--- src/rtl/uart_tx_fifo_if.sv ---
// Host-side bundle of the buffered UART transmitter: push port, FIFO status
// and the serial line with its frame status flags.
interface uart_tx_fifo_if #(
    parameter int ADDR_W = 4
);
    logic              i_Wr_En;
    logic [7:0]        i_Wr_Byte;
    logic              o_Full;
    logic              o_Empty;
    logic [ADDR_W:0]   o_Count;
    logic              o_Overflow;
    logic              o_TX_Serial;
    logic              o_TX_Active;
    logic              o_TX_Done;

    modport master (
        output i_Wr_En,
        output i_Wr_Byte,
        input  o_Full,
        input  o_Empty,
        input  o_Count,
        input  o_Overflow,
        input  o_TX_Serial,
        input  o_TX_Active,
        input  o_TX_Done
    );

    modport slave (
        input  i_Wr_En,
        input  i_Wr_Byte,
        output o_Full,
        output o_Empty,
        output o_Count,
        output o_Overflow,
        output o_TX_Serial,
        output o_TX_Active,
        output o_TX_Done
    );
endinterface

--- src/rtl/uart_tx_fifo.sv ---
// Buffered 8N1 UART transmitter. Bytes pushed by the host are queued in a
// small FIFO and sent LSB first, back-to-back while the FIFO holds data.
//
// state | meaning
// ------+------------------------------------------------------------
// IDLE  | line high, waiting for the FIFO to become non-empty
// START | start bit (line low) for CLKS_PER_BIT cycles
// DATA  | eight data bits, shift[bit_idx], CLKS_PER_BIT cycles each
// STOP  | stop bit (line high); last cycle pops the next byte if any
module uart_tx_fifo #(
    parameter int CLKS_PER_BIT = 5208,
    parameter int FIFO_DEPTH   = 16,
    parameter int ADDR_W       = 4
) (
    input  logic            i_Clock,
    input  logic            i_Rst_n,
    uart_tx_fifo_if.slave   bus
);

    localparam int CNT_W = $clog2(CLKS_PER_BIT);
    localparam logic [CNT_W-1:0]  CNT_LAST   = CNT_W'(CLKS_PER_BIT - 1);
    localparam logic [ADDR_W:0]   COUNT_FULL = (ADDR_W + 1)'(FIFO_DEPTH);

    typedef enum logic [1:0] {
        IDLE  = 2'd0,
        START = 2'd1,
        DATA  = 2'd2,
        STOP  = 2'd3
    } state_t;

    state_t             state;
    state_t             state_next;
    logic [CNT_W-1:0]   clk_cnt;
    logic [CNT_W-1:0]   clk_cnt_next;
    logic [2:0]         bit_idx;
    logic [2:0]         bit_idx_next;
    logic [7:0]         shift;
    logic [7:0]         shift_next;
    logic               serial;
    logic               serial_next;
    logic               pop;

    logic [7:0]         mem [FIFO_DEPTH];
    logic [ADDR_W-1:0]  wr_ptr;
    logic [ADDR_W-1:0]  rd_ptr;
    logic [ADDR_W:0]    count;
    logic               overflow;
    logic               full;
    logic               empty;
    logic               push;
    logic               bit_last;

    // Status flags come straight from the registered occupancy, so a push
    // and a pop in the same cycle never make them glitch.
    assign full     = (count == COUNT_FULL);
    assign empty    = (count == '0);
    assign push     = bus.i_Wr_En && !full;
    assign bit_last = (clk_cnt == CNT_LAST);

    // FIFO storage; contents need no reset since occupancy gates every read.
    always_ff @(posedge i_Clock) begin
        if (push) begin
            mem[wr_ptr] <= bus.i_Wr_Byte;
        end
    end

    // FIFO pointers, occupancy and the overflow pulse. A push seen while full
    // is dropped even if the transmitter pops in that same cycle.
    always_ff @(posedge i_Clock or negedge i_Rst_n) begin
        if (!i_Rst_n) begin
            wr_ptr   <= '0;
            rd_ptr   <= '0;
            count    <= '0;
            overflow <= 1'b0;
        end else begin
            if (push) begin
                wr_ptr <= wr_ptr + ADDR_W'(1);
            end
            if (pop) begin
                rd_ptr <= rd_ptr + ADDR_W'(1);
            end
            case ({push, pop})
                2'b10:   count <= count + (ADDR_W + 1)'(1);
                2'b01:   count <= count - (ADDR_W + 1)'(1);
                default: count <= count;
            endcase
            overflow <= bus.i_Wr_En && full;
        end
    end

    // Transmitter state, counters, shift register and the registered line.
    always_ff @(posedge i_Clock or negedge i_Rst_n) begin
        if (!i_Rst_n) begin
            state   <= IDLE;
            clk_cnt <= '0;
            bit_idx <= '0;
            shift   <= '0;
            serial  <= 1'b1;
        end else begin
            state   <= state_next;
            clk_cnt <= clk_cnt_next;
            bit_idx <= bit_idx_next;
            shift   <= shift_next;
            serial  <= serial_next;
        end
    end

    // Next-state logic. The line value for the coming cycle is decoded from
    // the next state so the start bit appears in the cycle right after a pop.
    always_comb begin
        state_next   = state;
        clk_cnt_next = clk_cnt;
        bit_idx_next = bit_idx;
        shift_next   = shift;
        pop          = 1'b0;
        serial_next  = 1'b1;

        case (state)
            IDLE: begin
                if (!empty) begin
                    pop          = 1'b1;
                    shift_next   = mem[rd_ptr];
                    clk_cnt_next = '0;
                    bit_idx_next = '0;
                    state_next   = START;
                end
            end
            START: begin
                if (bit_last) begin
                    clk_cnt_next = '0;
                    bit_idx_next = '0;
                    state_next   = DATA;
                end else begin
                    clk_cnt_next = clk_cnt + CNT_W'(1);
                end
            end
            DATA: begin
                if (bit_last) begin
                    clk_cnt_next = '0;
                    if (bit_idx == 3'd7) begin
                        state_next = STOP;
                    end else begin
                        bit_idx_next = bit_idx + 3'd1;
                    end
                end else begin
                    clk_cnt_next = clk_cnt + CNT_W'(1);
                end
            end
            STOP: begin
                if (bit_last) begin
                    clk_cnt_next = '0;
                    bit_idx_next = '0;
                    if (!empty) begin
                        pop        = 1'b1;
                        shift_next = mem[rd_ptr];
                        state_next = START;
                    end else begin
                        state_next = IDLE;
                    end
                end else begin
                    clk_cnt_next = clk_cnt + CNT_W'(1);
                end
            end
            default: begin
                state_next = IDLE;
            end
        endcase

        case (state_next)
            START:   serial_next = 1'b0;
            DATA:    serial_next = shift_next[bit_idx_next];
            default: serial_next = 1'b1;
        endcase
    end

    assign bus.o_Full      = full;
    assign bus.o_Empty     = empty;
    assign bus.o_Count     = count;
    assign bus.o_Overflow  = overflow;
    assign bus.o_TX_Serial = serial;
    assign bus.o_TX_Active = (state != IDLE);
    assign bus.o_TX_Done   = (state == STOP) && bit_last;

endmodule
--- src/flat_wrapper.sv ---
// flat-port wrapper written by rule: the top's interface ports become plain ports
module uart_tx_fifo_flat 
#(
    parameter int CLKS_PER_BIT = 5208,
    parameter int FIFO_DEPTH   = 16,
    parameter int ADDR_W       = 4
)
  (i_Clock, i_Rst_n, bus_i_Wr_En, bus_i_Wr_Byte, bus_o_Full, bus_o_Empty, bus_o_Count, bus_o_Overflow, bus_o_TX_Serial, bus_o_TX_Active, bus_o_TX_Done);
  uart_tx_fifo_if #(.ADDR_W(ADDR_W)) bus_i ();
  input  logic i_Clock;
  input  logic i_Rst_n;
  input wire logic [$bits(bus_i.i_Wr_En)-1:0] bus_i_Wr_En;
  input wire logic [$bits(bus_i.i_Wr_Byte)-1:0] bus_i_Wr_Byte;
  output wire logic [$bits(bus_i.o_Full)-1:0] bus_o_Full;
  output wire logic [$bits(bus_i.o_Empty)-1:0] bus_o_Empty;
  output wire logic [$bits(bus_i.o_Count)-1:0] bus_o_Count;
  output wire logic [$bits(bus_i.o_Overflow)-1:0] bus_o_Overflow;
  output wire logic [$bits(bus_i.o_TX_Serial)-1:0] bus_o_TX_Serial;
  output wire logic [$bits(bus_i.o_TX_Active)-1:0] bus_o_TX_Active;
  output wire logic [$bits(bus_i.o_TX_Done)-1:0] bus_o_TX_Done;
  assign bus_i.i_Wr_En = bus_i_Wr_En;
  assign bus_i.i_Wr_Byte = bus_i_Wr_Byte;
  assign bus_o_Full = bus_i.o_Full;
  assign bus_o_Empty = bus_i.o_Empty;
  assign bus_o_Count = bus_i.o_Count;
  assign bus_o_Overflow = bus_i.o_Overflow;
  assign bus_o_TX_Serial = bus_i.o_TX_Serial;
  assign bus_o_TX_Active = bus_i.o_TX_Active;
  assign bus_o_TX_Done = bus_i.o_TX_Done;
  uart_tx_fifo #(.CLKS_PER_BIT(CLKS_PER_BIT), .FIFO_DEPTH(FIFO_DEPTH), .ADDR_W(ADDR_W)) u_core (.i_Clock(i_Clock), .i_Rst_n(i_Rst_n), .bus(bus_i));
endmodule
--- config.mk ---
export PLATFORM = sky130hd
export DESIGN_NAME = uart_tx_fifo_flat
export DESIGN_NICKNAME = d
export VERILOG_FILES = /design/src/rtl/uart_tx_fifo_if.sv /design/src/rtl/uart_tx_fifo.sv /design/src/flat_wrapper.sv
export SDC_FILE = /design/constraint.sdc
export NUM_CORES = 1
export LEC_CHECK = 0
export ABC_AREA = 1
export BUFFER_PORTS_ARGS = -buffer_cell sky130_fd_sc_hd__clkbuf_2
export CORE_MARGIN = 2
export CORE_UTILIZATION = 43
export CTS_BUF_LIST = sky130_fd_sc_hd__clkbuf_8
export DETAILED_ROUTE_END_ITERATION = 7
export PLACE_DENSITY = 0.7
export SETUP_SLACK_MARGIN = 0.02
export SYNTH_ARGS = -nofsm -noshare
export SYNTH_HDL_FRONTEND = slang
export SYNTH_SLANG_ARGS = --single-unit
--- constraint.sdc ---
create_clock -name i_Clock -period 3.5 [get_ports i_Clock]
set_input_delay 0.7 -clock i_Clock [delete_from_list [all_inputs] [get_ports i_Clock]]
set_output_delay 0.7 -clock i_Clock [all_outputs]
set_load 0.01 [all_outputs]
==> results of run 1 <==
[sequential cells by signal, indices dropped and copies added, names as in the netlist]
| signal | flops |
|---|---|
| u_core.clk_cnt | 13 |
| u_core.bit_idx | 3 |
| u_core.bus.o_Count | 5 |
| u_core.bus.o_Overflow | 1 |
| u_core.state | 2 |
| u_core.wr_ptr | 4 |
| u_core.bus.o_TX_Serial | 1 |
| u_core.mem | 128 |
| u_core.shift | 8 |
| u_core.rd_ptr | 4 |
[layer usage]
layer / wire [um] / GRT usage
met4: 235 / 0.05582
met3: 721 / 0.03867
met2: 8176 / 0.2914
met1: 7577 / 0.2450
met5: 0 / 0
[power breakdown]
group          internal, uW  leakage [uW]  switching (uW)
clock                   669      0.000214             700
sequential             2360       0.00167            82.8
combinational           142       0.00173             363
[worst max-delay path, delay by kind of cell (launching register included)]
kind	cells	cell delay, ns
flip-flops	1	0.39
AND/OR/NAND/NOR	7	0.79
AO/OA/AOI/OAI	5	0.67
buffers and inverters	2	0.13
XOR/XNOR	2	0.25
adder cells (fa/ha/maj)	3	0.69
[per-stage QoR]
| step | setup slack, ns | utilization | hold WS [ns] | area, um2 |
|---|---|---|---|---|
| finish | 0.4511 | 0.4771 | 0.2729 | 8542 |
| global route | 0.03656 | 0.4771 | 0.3103 | 8542 |
| CTS | 0.4233 | 0.4770 | 0.2702 | 8539 |
| detailed placement | 0.4458 | 0.4551 | 0.4958 | 8147 |
| global placement | 0.5148 | 0.4551 | 0.4849 | 8147 |
| floorplan | 0.7408 | - | 0.4044 | 7823 |
[cell families after synthesis]
| kind of cell | count (synthesis) |
|---|---|
| flip-flops | 169 |
| AO/OA/AOI/OAI | 64 |
| XOR/XNOR | 17 |
| buffers and inverters | 108 |
| adder cells (fa/ha/maj) | 16 |
| AND/OR/NAND/NOR | 429 |
[final cells by class]
cell class,count,area (um2),share of cell area
clock buffer,19,261.5,0.03061
clock inverter,13,131.4,0.01538
sequential,169,4872,0.5704
inverter,82,307.8,0.03603
timing repair buffer,29,165.2,0.01933
tap,229,286.5,0.03354
multi-input combinational,526,2517,0.2947
[cell usage after synthesis (3+ instances only)]
cell / instances / area, um2
nor3_1: 4 / 20.02
edfxtp_1: 128 / 3844
a21oi_1: 9 / 45.04
xnor2_1: 3 / 26.28
dfrtp_1: 40 / 1001
buf_2: 10 / 50.05
inv_1: 75 / 281.5
nand3_1: 96 / 480.5
nor2_1: 93 / 349.1
ha_1: 16 / 200.2
nor2_2: 4 / 25.02
nand2_1: 213 / 799.5
clkbuf_1: 10 / 37.54
inv_2: 5 / 18.77
o21ai_0: 39 / 195.2
o22ai_1: 7 / 43.79
buf_4: 5 / 37.54
nand4_1: 4 / 25.02
xor2_1: 14 / 122.6
nand2_2: 9 / 56.30
[path summary, 6_finish.rpt]
check / endpoint / slack (ns) / depth (start not counted)
max: u_core.bus.o_Count[4]$_DFFE_PN0P_ / 0.45 / 19
min: u_core.clk_cnt[3]$_DFFE_PN0P_ / 0.27 / 1
max reg2reg: u_core.bus.o_Count[4]$_DFFE_PN0P_ / 0.45 / 19
min reg2reg: u_core.shift[0]$_DFF_PN0_ / 0.52 / 2
max in group asynchronous: u_core.bus.o_TX_Serial$_DFF_PN1_ / 2.47 / 2
min in group i_Clock: u_core.bus.o_Overflow$_DFF_PN0_ / 0.45 / 3
[what timing repair did]
item,CTS,global route
endpoints found under the hold margin,0,0
setup endpoints to repair,0,1
gates resized for setup,0,1
==> summary.txt, run 1 <==
Yosys
  – Average size of a mapped cell: 9.742 um2
  – Unique cell type count in the Yosys netlist: 35
  – Proportion of synthesized flip-flops having asynchronous set or reset: 0.2426
  – XOR/XNOR share of the synthesized area: 0.01903
  – Net count after synthesis: 830
  – Cells after Synth: 803
  – Multiplexer area fraction after synthesis: 0
  – Number of enable flip-flop cells after synthesis: 128
  – FF+latch count, synth: 169
  – Simple-gate portion of the synthesized area: 0.2314
  – Synthesized area: 7823 um2
  – Adder and majority cell fraction of the synthesized area: 0.02559
  – Main combinational cell family by area after synthesis: simple AND/OR/NAND/NOR gates
  – Count of warnings emitted by yosys: 0
  – Primary FF master, synth: edfxtp_1
  – Compound-gate portion of the synthesized area: 0.04543
  – Sequential-to-total area share from yosys stat: 0.6227

GRT
  – Global-route usage over all layers: 0.1799
  – Global-route wire length before repair: 27.00 mm
  – Largest net degree at the start of global routing: 68
  – Antenna violations before repair: 0
  – Total congestion overflow after global routing: 0
  – Via count of the first global-routing pass: 5103

Timing
  – Setup violation total in the final timing report: 0
  – Actual transition at the worst max-transition pin: 0.9215 ns
  – Sum Neg Setup Slack: 0 ns
  – Final hold violations: 0
  – Highest Clock Rate: 328.0 MHz
  – Number of pins exceeding their max-slew limit in the final report: 0
  – Final worst path period share: 0.8711
  – Unrepaired setup endpoints after global routing: false
  – Worst clock skew: 0.02169 ns
  – Minimum clock period after layout: 3.049 ns
  – Slew HR: 0.3834

Placed design
  – Post-Place Cells: 1035
  – Final GP Congestion: 0.8283
  – HPWL after DPL: 10.41 mm
  – Total of buffers placed on input and output ports: 21

Critical path
  – Reg2reg start: u_core.clk_cnt[0]$_DFFE_PN0P_
  – Delay contributed by the slowest stage of the critical path: 0.39 ns
  – Worst Setup End Kind: flip-flop
  – Crit path top cell by count: a21oi_1
  – CP Class: flip-flop to flip-flop
  – Origin of the worst setup path: u_core.clk_cnt[0]$_DFFE_PN0P_
  – Critical path fanouts, max: 9
  – Data arrival at the endpoint of the critical path: 3.39 ns
  – Required time at the endpoint of the critical path: 3.84 ns
  – Cells along the critical path: ha_1 > nand2_1 > inv_1 > nand2_1 > nor2_4 > nand3_2 > nand2_2 > nand2_4 > nor2_2 > ha_2 > xor2_1 > ha_1 > a21oi_1 > o21ai_0 > a21oi_1 > inv_1 > a21oi_1 > o21ai_0 > xor2_1
  – Setup crit start kind: flip-flop
  – Critical-path top delay cell: dfrtp_1

Layout
  – Layout overhead on the synthesized area: 9.197%
  – Fillers: 1665
  – Fraction of layout cells with a size suffix above 1: 0.1014
  – Count of nets after finishing: 852
  – Leading cell types in the layout, fill and taps excluded: 213 x nand2_1, 128 x edfxtp_1, 96 x nand3_1
  – Count of inserted antenna diode cells: 0
  – Most frequent standard cell in the layout excluding fill and tap cells: nand2_1
  – Post-layout instance count excluding filler cells: 1067

Clock network
  – Setup Buffers After CTS: 0
  – Maximum root-to-sink buffer count: 2
  – CTS hold repair buffers: 0
  – Number of sinks driven by the clock tree: 169
  – CTS buffer count: 17
  – Clock-pin slew reported for the worst setup and hold paths after clock tree synthesis: 0.10 ns
  – Clock latency of the later-clocked register in the worst-skew pair: 0.46 ns
  – Root cell of the clock tree: clkbuf_8
  – H-tree depth: 4
  – Clock tree from TritonCTS: done

Pwr
  – Overall power consumption: 4318 uW
  – Cell leakage power: 0.003612 uW
  – PD cells: 505.5 nW/um2
  – IR drop worst, VDD: 0.2689 mV

Floorplanning
  – Die outline area: 19290 um2
  – Die X: 138.9 um
  – Std-Cell Core Area: 17900 um2
  – Boundary Pins: 22
  – Std cell rows: 49
  – Die Ht: 138.9 um
  – Initial standard-cell utilization of the core: 0.4370

Run status
  – Result of the run: complete, no violations

Drt
  – Drt first pass iters: 5
  – Antenna Violating Nets Remaining: 0
  – Wire length after detailed routing: 16.71 mm
  – Number of remaining DRC errors: 0
  – Avg WL per Cell: 15.66 um
  – Via density per instance: 5.089
  – Routed vias: 5430
  – Violation count after the first detailed-routing iteration: 400

Min path
  – Hold WC Path Type: input pin to async pin

Job
  – Count of maximum capacitance violations: 0
Note: power is estimated with default switching activity, not from simulation.
==> inputs of run 2 (changes only) <==
--- a/config.mk
+++ b/config.mk
@@ -5,7 +5,7 @@
 export SDC_FILE = /design/constraint.sdc
 export NUM_CORES = 1
 export LEC_CHECK = 0
-export ABC_AREA = 1
+export ABC_AREA = 0
 export BUFFER_PORTS_ARGS = -buffer_cell sky130_fd_sc_hd__clkbuf_2
 export CORE_MARGIN = 2
 export CORE_UTILIZATION = 43
==> run 2 against run 1 <==
Flip-flop and latch count is the same. Sequential share of layout area grew 3.8 points. Largest cell class unchanged. Total power is essentially flat. Worst hold slack lost 0.0034 ns. Largest power group unchanged. Combinational power shrank 0.8%. Fmax shrank 3.2%. Setup slack lost 0.099 ns. Final cell count shrank 32%.
==> summary.txt, run 2 <==
Layout
  – Count of nets after finishing: 517 (-39%)
  – Fraction of layout cells with a size suffix above 1: 0.2112 (+0.1097)
  – Post-layout instance count excluding filler cells: 722 (-32%)
  – Count of inserted antenna diode cells: 0 (unchanged)
  – Top reg by flops: u_core.mem
  – Final core area utilization: 0.4826 (+0.005425)
  – Layout overhead on the synthesized area: 10.09%
  – Fillers: 1453 (-13%)
  – Leading cell types in the layout, fill and taps excluded: 128 x edfxtp_1, 39 x dfrtp_1, 32 x mux4_2
  – Max FFs per register: 128 (unchanged)
  – Most frequent standard cell in the layout excluding fill and tap cells: edfxtp_1
  – Registers with the most flip-flops: u_core.mem: 128 flops, u_core.clk_cnt: 13 flops, u_core.shift: 8 flops

Critical path
  – Reg2reg path depth: 13 (-6)
  – Worst r2r dst: u_core.bus.o_Count[4]$_DFFE_PN0P_
  – Origin of the worst setup path: u_core.clk_cnt[0]$_DFFE_PN0P_
  – Data arrival at the endpoint of the critical path: 3.48 ns (+0.09 ns)
  – Setup crit start kind: flip-flop
  – Capturing instance or port of the critical path: u_core.bus.o_Count[4]$_DFFE_PN0P_
  – Worst Setup End Kind: flip-flop
  – Reg2reg start: u_core.clk_cnt[0]$_DFFE_PN0P_
  – Critical path fanouts, max: 9 (unchanged)
  – Setup slack of the most critical reg-to-reg path: 0.35 ns (-0.10 ns)
  – CP Class: flip-flop to flip-flop
  – Required time at the endpoint of the critical path: 3.83 ns (about the same)

Min path
  – Hold WC Path Type: input pin to async pin

Timing
  – Final hold violations: 0 (unchanged)
  – Final worst path period share: 0.8995 (+0.02837)
  – Slew HR: 0.3838 (about the same)
  – Worst clock skew: 0.01043 ns (-0.01126 ns)
  – Sum Neg Setup Slack: 0 ns (unchanged)
  – Highest Clock Rate: 317.6 MHz (-3.2%)
  – Actual transition at the worst max-transition pin: 0.9209 ns (-0.0005541 ns)
  – Hold slack final: 0.2694 ns (-0.003417 ns)
  – Setup violation total in the final timing report: 0 (unchanged)
  – Number of pins exceeding their max-slew limit in the final report: 0 (unchanged)
  – Unrepaired setup endpoints after global routing: false
  – Minimum clock period after layout: 3.148 ns (+0.09928 ns)

Yosys
  – FF+latch count, synth: 169 (unchanged)
  – Most frequent cells after synthesis: 128 x edfxtp_1, 40 x dfrtp_1, 32 x mux4_2
  – Sequential-to-total area share from yosys stat: 0.6701 (+0.04737)
  – Post-synth top area cell: edfxtp_1
  – Number of enable flip-flop cells after synthesis: 128 (unchanged)
  – Primary FF master, synth: edfxtp_1
  – Count of warnings emitted by yosys: 0 (unchanged)
  – Library cell with the highest instance count after synthesis: edfxtp_1
  – Cells after Synth: 458 (-43%)
  – Dominant cells by area after synthesis: edfxtp_1 53%, dfrtp_1 14%, mux4_2 9.9%
  – Net count after synthesis: 485 (-42%)
  – Proportion of synthesized flip-flops having asynchronous set or reset: 0.2426 (unchanged)
  – Average size of a mapped cell: 15.87 um2 (+63%)
  – Unique cell type count in the Yosys netlist: 55 (+57%)
  – Yosys top cell area share: 0.5287 (+0.03738)
  – Synthesized area: 7269 um2 (-7.1%)

Clock network
  – Resized Gates After CTS: 0 (unchanged)
  – Clock-pin slew reported for the worst setup and hold paths after clock tree synthesis: 0.09 ns (about the same)
  – Root cell of the clock tree: clkbuf_8
  – Clock latency of the later-clocked register in the worst-skew pair: 0.45 ns (about the same)
  – CTS hold repair buffers: 0 (unchanged)
  – H-tree depth: 4 (unchanged)
  – Maximum root-to-sink buffer count: 2 (unchanged)
  – Clock tree from TritonCTS: done
  – Number of sinks driven by the clock tree: 169 (unchanged)
  – Setup Buffers After CTS: 0 (unchanged)
  – CTS buffer count: 17 (unchanged)

Placed design
  – Post-Place Cells: 691 (-33%)
  – Total of buffers placed on input and output ports: 21 (unchanged)
  – Final GP Congestion: 0.8856 (+6.9%)
  – HPWL after DPL: 9.497 mm (-8.8%)

Drt
  – Wire length after detailed routing: 14.02 mm (-16%)
  – Drt first pass iters: 6 (+1)
  – Antenna Violating Nets Remaining: 0 (unchanged)
  – Number of remaining DRC errors: 0 (unchanged)
  – Violation count after the first detailed-routing iteration: 311 (-22%)
  – Avg WL per Cell: 19.41 um (+24%)
  – Via density per instance: 5.684 (+12%)
  – Routed vias: 4104 (-24%)

GRT
  – Met2 Resource Use GR: 0.2752 (-0.01620)
  – Antenna violations before repair: 0 (unchanged)
  – Layer carrying the most global-route usage: met2
  – Global-route wire length before repair: 23.00 mm (-15%)
  – Via count of the first global-routing pass: 4202 (-18%)
  – Met1 global-route usage: 0.2289 (-0.01608)
  – Global-route usage over all layers: 0.1688 (-0.01113)
  – Total congestion overflow after global routing: 0 (unchanged)
  – Met3 capacity usage during global routing: 0.03364 (-0.005038)
  – Largest net degree at the start of global routing: 27 (-60%)

Pwr
  – Share of power burned in registers: 0.580 (+0.014)
  – Cell leakage power: 0.002860 uW (-21%)
  – Share of total power in the clock network: 0.304 (-0.013)
  – IR drop worst, VDD: 0.2883 mV (+7.2%)
  – Switching share of power: 0.2736 (+0.008393)
  – Internal power: 3135 uW (-1.2%)
  – Switching power summed over all nets: 1181 uW (+3.1%)
  – PD cells: 539.2 nW/um2 (+6.7%)
  – Share of total power in combinational logic: 0.116 (about the same)

Floorplanning
  – Die outline area: 17960 um2 (-6.9%)
  – Boundary Pins: 22 (unchanged)
  – Std-Cell Core Area: 16580 um2 (-7.4%)
  – Initial standard-cell utilization of the core: 0.4384 (+0.001400)
  – Die X: 134.0 um (-3.5%)
  – Std cell rows: 47 (-4.1%)
  – Die Ht: 134.0 um (-3.5%)

Run status
  – Result of the run: complete, no violations

Job
  – Count of maximum capacitance violations: 0 (unchanged)
==> run 2: changes by cell type in the layout (fill, tap and decap cells not counted), moves of 6 or more <==
cell     delta
o22ai_1     -6
a22o_1      +8
nand2_1   -184
xor2_1      -6
inv_1      -64
o21ai_0    -17
and3_1      +9
nand2_2     -9
nor2_1     -69
nand3_1    -88
mux4_2     +32
a22oi_1    +12
==> run 2: cell type report <==
class | count | area (um2) | share of cell area
tap | 220 | 275.3 | 0.03440
timing repair buffer | 32 | 187.7 | 0.02345
inverter | 14 | 52.55 | 0.006567
multi-input combinational | 256 | 2242 | 0.2802
clock buffer | 17 | 234.0 | 0.02924
sequential | 169 | 4872 | 0.6088
clock inverter | 14 | 138.9 | 0.01735
==> run 2: how the worst min path moves through the flow <==
| stage | end | slack (ns) | depth (start not counted) |
|---|---|---|---|
| 2_1_floorplan | u_core.bit_idx[0]$_DFF_PN0_ | 0.40 | 0 |
| 3_3_place_gp | u_core.shift[7]$_DFF_PN0_ | 0.48 | 1 |
| 3_5_place_dp | u_core.clk_cnt[12]$_DFFE_PN0P_ | 0.48 | 1 |
| 4_1_cts | u_core.clk_cnt[10]$_DFFE_PN0P_ | 0.27 | 1 |
| 5_1_grt | u_core.clk_cnt[10]$_DFFE_PN0P_ | 0.31 | 1 |
| 6_report | u_core.clk_cnt[10]$_DFFE_PN0P_ | 0.27 | 1 |
==> run 2: worst max-delay path, cell delays in order, from the launching register on <==
cell     delay (ns)
dfrtp_1        0.43
ha_1           0.25
and4b_1        0.34
a41oi_1        0.15
nor3_1         0.27
ha_1           0.43
xor2_1         0.12
ha_1           0.23
o21ai_0        0.19
a21oi_1        0.09
a21oi_1        0.17
xor2_1         0.15
nor2_1         0.06
xor2_1         0.14
==> run 2: metrics by stage <==
step	power, uW	worst slack, ns	cell area [um2]
final	4315	0.3518	8003
after global routing	4516	0.1089	8003
after CTS	4353	0.3882	8003
after detailed placement	3055	0.4203	7630
after global placement	3013	0.5617	7630
after floorplan	2841	0.3007	7269
==> run 2: cells by family (layout without fill, tap and decap cells) <==
group	Yosys count	after routing	synth area share
AOI/OAI and AO/OA	81	81	0.07574
xor gates and xnor gates	16	16	0.01928
adders and majority gates	16	16	0.02754
buffers and inverters	33	77	0.02151
DFF	169	169	0.6701
muxes	41	41	0.1122
and+or+nand+nor	102	102	0.07367
==> run 2: power groups by stage <==
stage / clock (uW) / sequential [uW] / combinational, uW
2_1_floorplan: 0 / 2490 / 350
3_3_place_gp: 0 / 2530 / 485
3_5_place_dp: 0 / 2550 / 510
4_1_cts: 1340 / 2500 / 510
5_1_grt: 1420 / 2530 / 567
6_report: 1310 / 2500 / 501
==> run 2: metal layers <==
| metal | routed length (um) | share of wire | up-vias |
|---|---|---|---|
| met5 | 0 | 0 | - |
| met4 | 194 | 0.014 | 0 |
| met3 | 799 | 0.057 | 15 |
| met2 | 7059 | 0.50 | 145 |
| met1 | 5962 | 0.43 | 2085 |
| li1 | - | - | 1859 |
==> inputs of run 3 (changes only) <==
--- a/config.mk
+++ b/config.mk
@@ -12,6 +12,7 @@
 export CTS_BUF_LIST = sky130_fd_sc_hd__clkbuf_8
 export DETAILED_ROUTE_END_ITERATION = 7
 export PLACE_DENSITY = 0.7
+export RECOVER_POWER = 100
 export SETUP_SLACK_MARGIN = 0.02
 export SYNTH_ARGS = -nofsm -noshare
 export SYNTH_HDL_FRONTEND = slang
==> run 3 against run 2 <==
Setup slack improved by 0.019 ns. Largest cell class unchanged. Critical path depth stayed put. Final cell count is the same. Clock-buffer cell count stayed put. Clock power barely moved. Fmax is 0.59% higher. Critical endpoint unchanged. Largest power group unchanged. Utilization is 0.32 points lower. Register-to-register slack improved by 0.02 ns.
==> summary.txt, run 3 (synthesis results as in run 2) <==
Clock network
  – Maximum root-to-sink buffer count: 2 (unchanged)
  – H-tree depth: 4 (unchanged)
  – Clock latency of the later-clocked register in the worst-skew pair: 0.45 ns (about the same)
  – Number of sinks driven by the clock tree: 169 (unchanged)
  – Resized Gates After CTS: 0 (unchanged)
  – CTS hold repair buffers: 0 (unchanged)
  – CTS buffer count: 17 (unchanged)
  – Root cell of the clock tree: clkbuf_8
  – Clock-pin slew reported for the worst setup and hold paths after clock tree synthesis: 0.09 ns (about the same)
  – Clock tree from TritonCTS: done
  – Setup Buffers After CTS: 0 (unchanged)

Pwr
  – Share of total power in the clock network: 0.306 (+0.002)
  – Share of power burned in registers: 0.582 (+0.002)
  – Switching share of power: 0.2755 (+0.001844)
  – Switching power summed over all nets: 1186 uW (+0.41%)
  – IR drop worst, VDD: 0.2904 mV (+0.74%)
  – Internal power: 3119 uW (-0.51%)
  – PD cells: 541.5 nW/um2 (+0.41%)
  – Share of total power in combinational logic: 0.112 (-0.004)
  – Cell leakage power: 0.002768 uW (-3.2%)

Critical path
  – Delay contributed by the slowest stage of the critical path: 0.43 ns (about the same)
  – CP Class: flip-flop to flip-flop
  – Setup crit start kind: flip-flop
  – Critical path fanouts, max: 9 (unchanged)
  – Required time at the endpoint of the critical path: 3.83 ns (about the same)
  – Cells along the critical path: ha_1 > and4b_1 > a41oi_1 > nor3_1 > ha_1 > xor2_1 > ha_1 > o21ai_0 > a21oi_1 > a21oi_1 > xor2_1 > nor2_1 > xor2_1
  – Critical-path top delay cell: dfrtp_1
  – Worst Setup End Kind: flip-flop
  – Data arrival at the endpoint of the critical path: 3.46 ns (-0.02 ns)

Layout
  – Max FFs per register: 128 (unchanged)
  – Fillers: 1468 (+1.0%)
  – Registers with the most flip-flops: u_core.mem: 128 flops, u_core.clk_cnt: 13 flops, u_core.shift: 8 flops
  – Top reg by flops: u_core.mem
  – Leading cell types in the layout, fill and taps excluded: 128 x edfxtp_1, 39 x dfrtp_1, 32 x mux4_2
  – Count of inserted antenna diode cells: 0 (unchanged)
  – Combined area of the multi-input logic cells: 2238 um2 (-0.17%)
  – Flip-flop and latch area: 4872 um2 (unchanged)
  – Layout overhead on the synthesized area: 9.346%
  – Most frequent standard cell in the layout excluding fill and tap cells: edfxtp_1
  – Final cell area excluding filler cells: 7949 um2 (-0.67%)
  – Count of nets after finishing: 517 (unchanged)
  – Fraction of layout cells with a size suffix above 1: 0.1554 (-0.05578)

Timing
  – Worst clock skew: 0.009458 ns (-0.0009695 ns)
  – Slew HR: 0.04265 (-0.3411)
  – Final hold violations: 0 (unchanged)
  – Setup violation total in the final timing report: 0 (unchanged)
  – Final worst slack: 0.3704 ns (+0.01861 ns)
  – Minimum clock period after layout: 3.130 ns (-0.01861 ns)
  – Final worst path period share: 0.8942 (-0.005317)
  – Highest Clock Rate: 319.5 MHz (+0.59%)
  – Sum Neg Setup Slack: 0 ns (unchanged)
  – Number of pins exceeding their max-slew limit in the final report: 0 (unchanged)
  – Unrepaired setup endpoints after global routing: false
  – Actual transition at the worst max-transition pin: 1.436 ns (+0.5151 ns)

Floorplanning
  – Std cell rows: 47 (unchanged)
  – Die Ht: 134.0 um (unchanged)
  – Std-Cell Core Area: 16580 um2 (unchanged)
  – Die X: 134.0 um (unchanged)
  – Boundary Pins: 22 (unchanged)
  – Initial standard-cell utilization of the core: 0.4384 (unchanged)
  – Die outline area: 17960 um2 (unchanged)

Drt
  – Drt first pass iters: 5 (-1)
  – Wire length after detailed routing: 14.05 mm (+0.24%)
  – Avg WL per Cell: 19.46 um (+0.24%)
  – Violation count after the first detailed-routing iteration: 349 (+12%)
  – Antenna Violating Nets Remaining: 0 (unchanged)
  – Number of remaining DRC errors: 0 (unchanged)
  – Via density per instance: 5.632 (-0.93%)
  – Routed vias: 4066 (-0.93%)

GRT
  – Global-route wire length before repair: 23.00 mm (unchanged)
  – Largest net degree at the start of global routing: 27 (unchanged)
  – Antenna violations before repair: 0 (unchanged)
  – Via count of the first global-routing pass: 4202 (unchanged)
  – Global-route usage over all layers: 0.1688 (unchanged)
  – Total congestion overflow after global routing: 0 (unchanged)

Placed design
  – Total of buffers placed on input and output ports: 21 (unchanged)
  – HPWL after DPL: 9.497 mm (unchanged)
  – Placement Cell Area: 7630 um2 (unchanged)
  – Worst Setup Slack post-DPL: 0.4203 ns (unchanged)
  – Final GP Congestion: 0.8856 (unchanged)

Run status
  – Result of the run: complete, no violations

Job
  – Count of maximum capacitance violations: 0 (unchanged)

Min path
  – Hold WC Path Type: flip-flop to flip-flop
-- run 3: layout make-up --
type | count | area share
Multi-Input combinational cell | 256 | 0.2816
Tap cell | 220 | 0.03463
Clock buffer | 17 | 0.02943
Inverter | 14 | 0.006611
Sequential cell | 169 | 0.6129
Timing Repair Buffer | 32 | 0.01731
Clock inverter | 14 | 0.01747
-- run 3: path summary, 6_finish.rpt --
kind                                           startpoint  depth (start not counted)                                 to  slack, ns
max                         u_core.clk_cnt[0]$_DFFE_PN0P_                         13  u_core.bus.o_Count[4]$_DFFE_PN0P_       0.37
min                        u_core.clk_cnt[12]$_DFFE_PN0P_                          1     u_core.clk_cnt[12]$_DFFE_PN0P_       0.49
max reg2reg                 u_core.clk_cnt[0]$_DFFE_PN0P_                         13  u_core.bus.o_Count[4]$_DFFE_PN0P_       0.37
min reg2reg                u_core.clk_cnt[12]$_DFFE_PN0P_                          1     u_core.clk_cnt[12]$_DFFE_PN0P_       0.49
max in group asynchronous                         i_Rst_n                          2       u_core.rd_ptr[0]$_DFFE_PN0P_       1.41
min in group asynchronous                         i_Rst_n                          1     u_core.clk_cnt[10]$_DFFE_PN0P_       0.57
-- run 3: through the flow --
| stage | hold slack, ns | std cells | util | power (uW) |
|---|---|---|---|---|
| after floorplan | 0.4044 | 458 | - | 2841 |
| after global placement | 0.4840 | 691 | 0.4601 | 3013 |
| after detailed placement | 0.4807 | 691 | 0.4601 | 3055 |
| after CTS | 0.2738 | 722 | 0.4826 | 4353 |
| after global routing | 0.5093 | 722 | 0.4793 | 4499 |
| final | 0.4950 | 722 | 0.4793 | 4304 |
-- run 3: critical path: cells and delay by family, from the launching register on --
family	cells	cell delay (ns)
adders and majority gates	3	0.90
and+or+nand+nor	3	0.66
DFF	1	0.43
AOI/OAI and AO/OA	4	0.60
xor gates and xnor gates	3	0.41
-- run 3: power by group through the flow --
stage | registers, uW | logic [uW] | clock network, uW
2_1_floorplan | 2490 | 350 | 0
3_3_place_gp | 2530 | 485 | 0
3_5_place_dp | 2550 | 510 | 0
4_1_cts | 2500 | 510 | 1340
5_1_grt | 2530 | 549 | 1420
6_report | 2500 | 483 | 1320
-- run 3: per-layer routing --
metal	vias up	share of wire	GRT usage
met5	-	0	0
li1	1856	-	-
met3	13	0.056	0.03364
met2	129	0.51	0.2752
met4	0	0.014	0.05789
met1	2068	0.43	0.2289
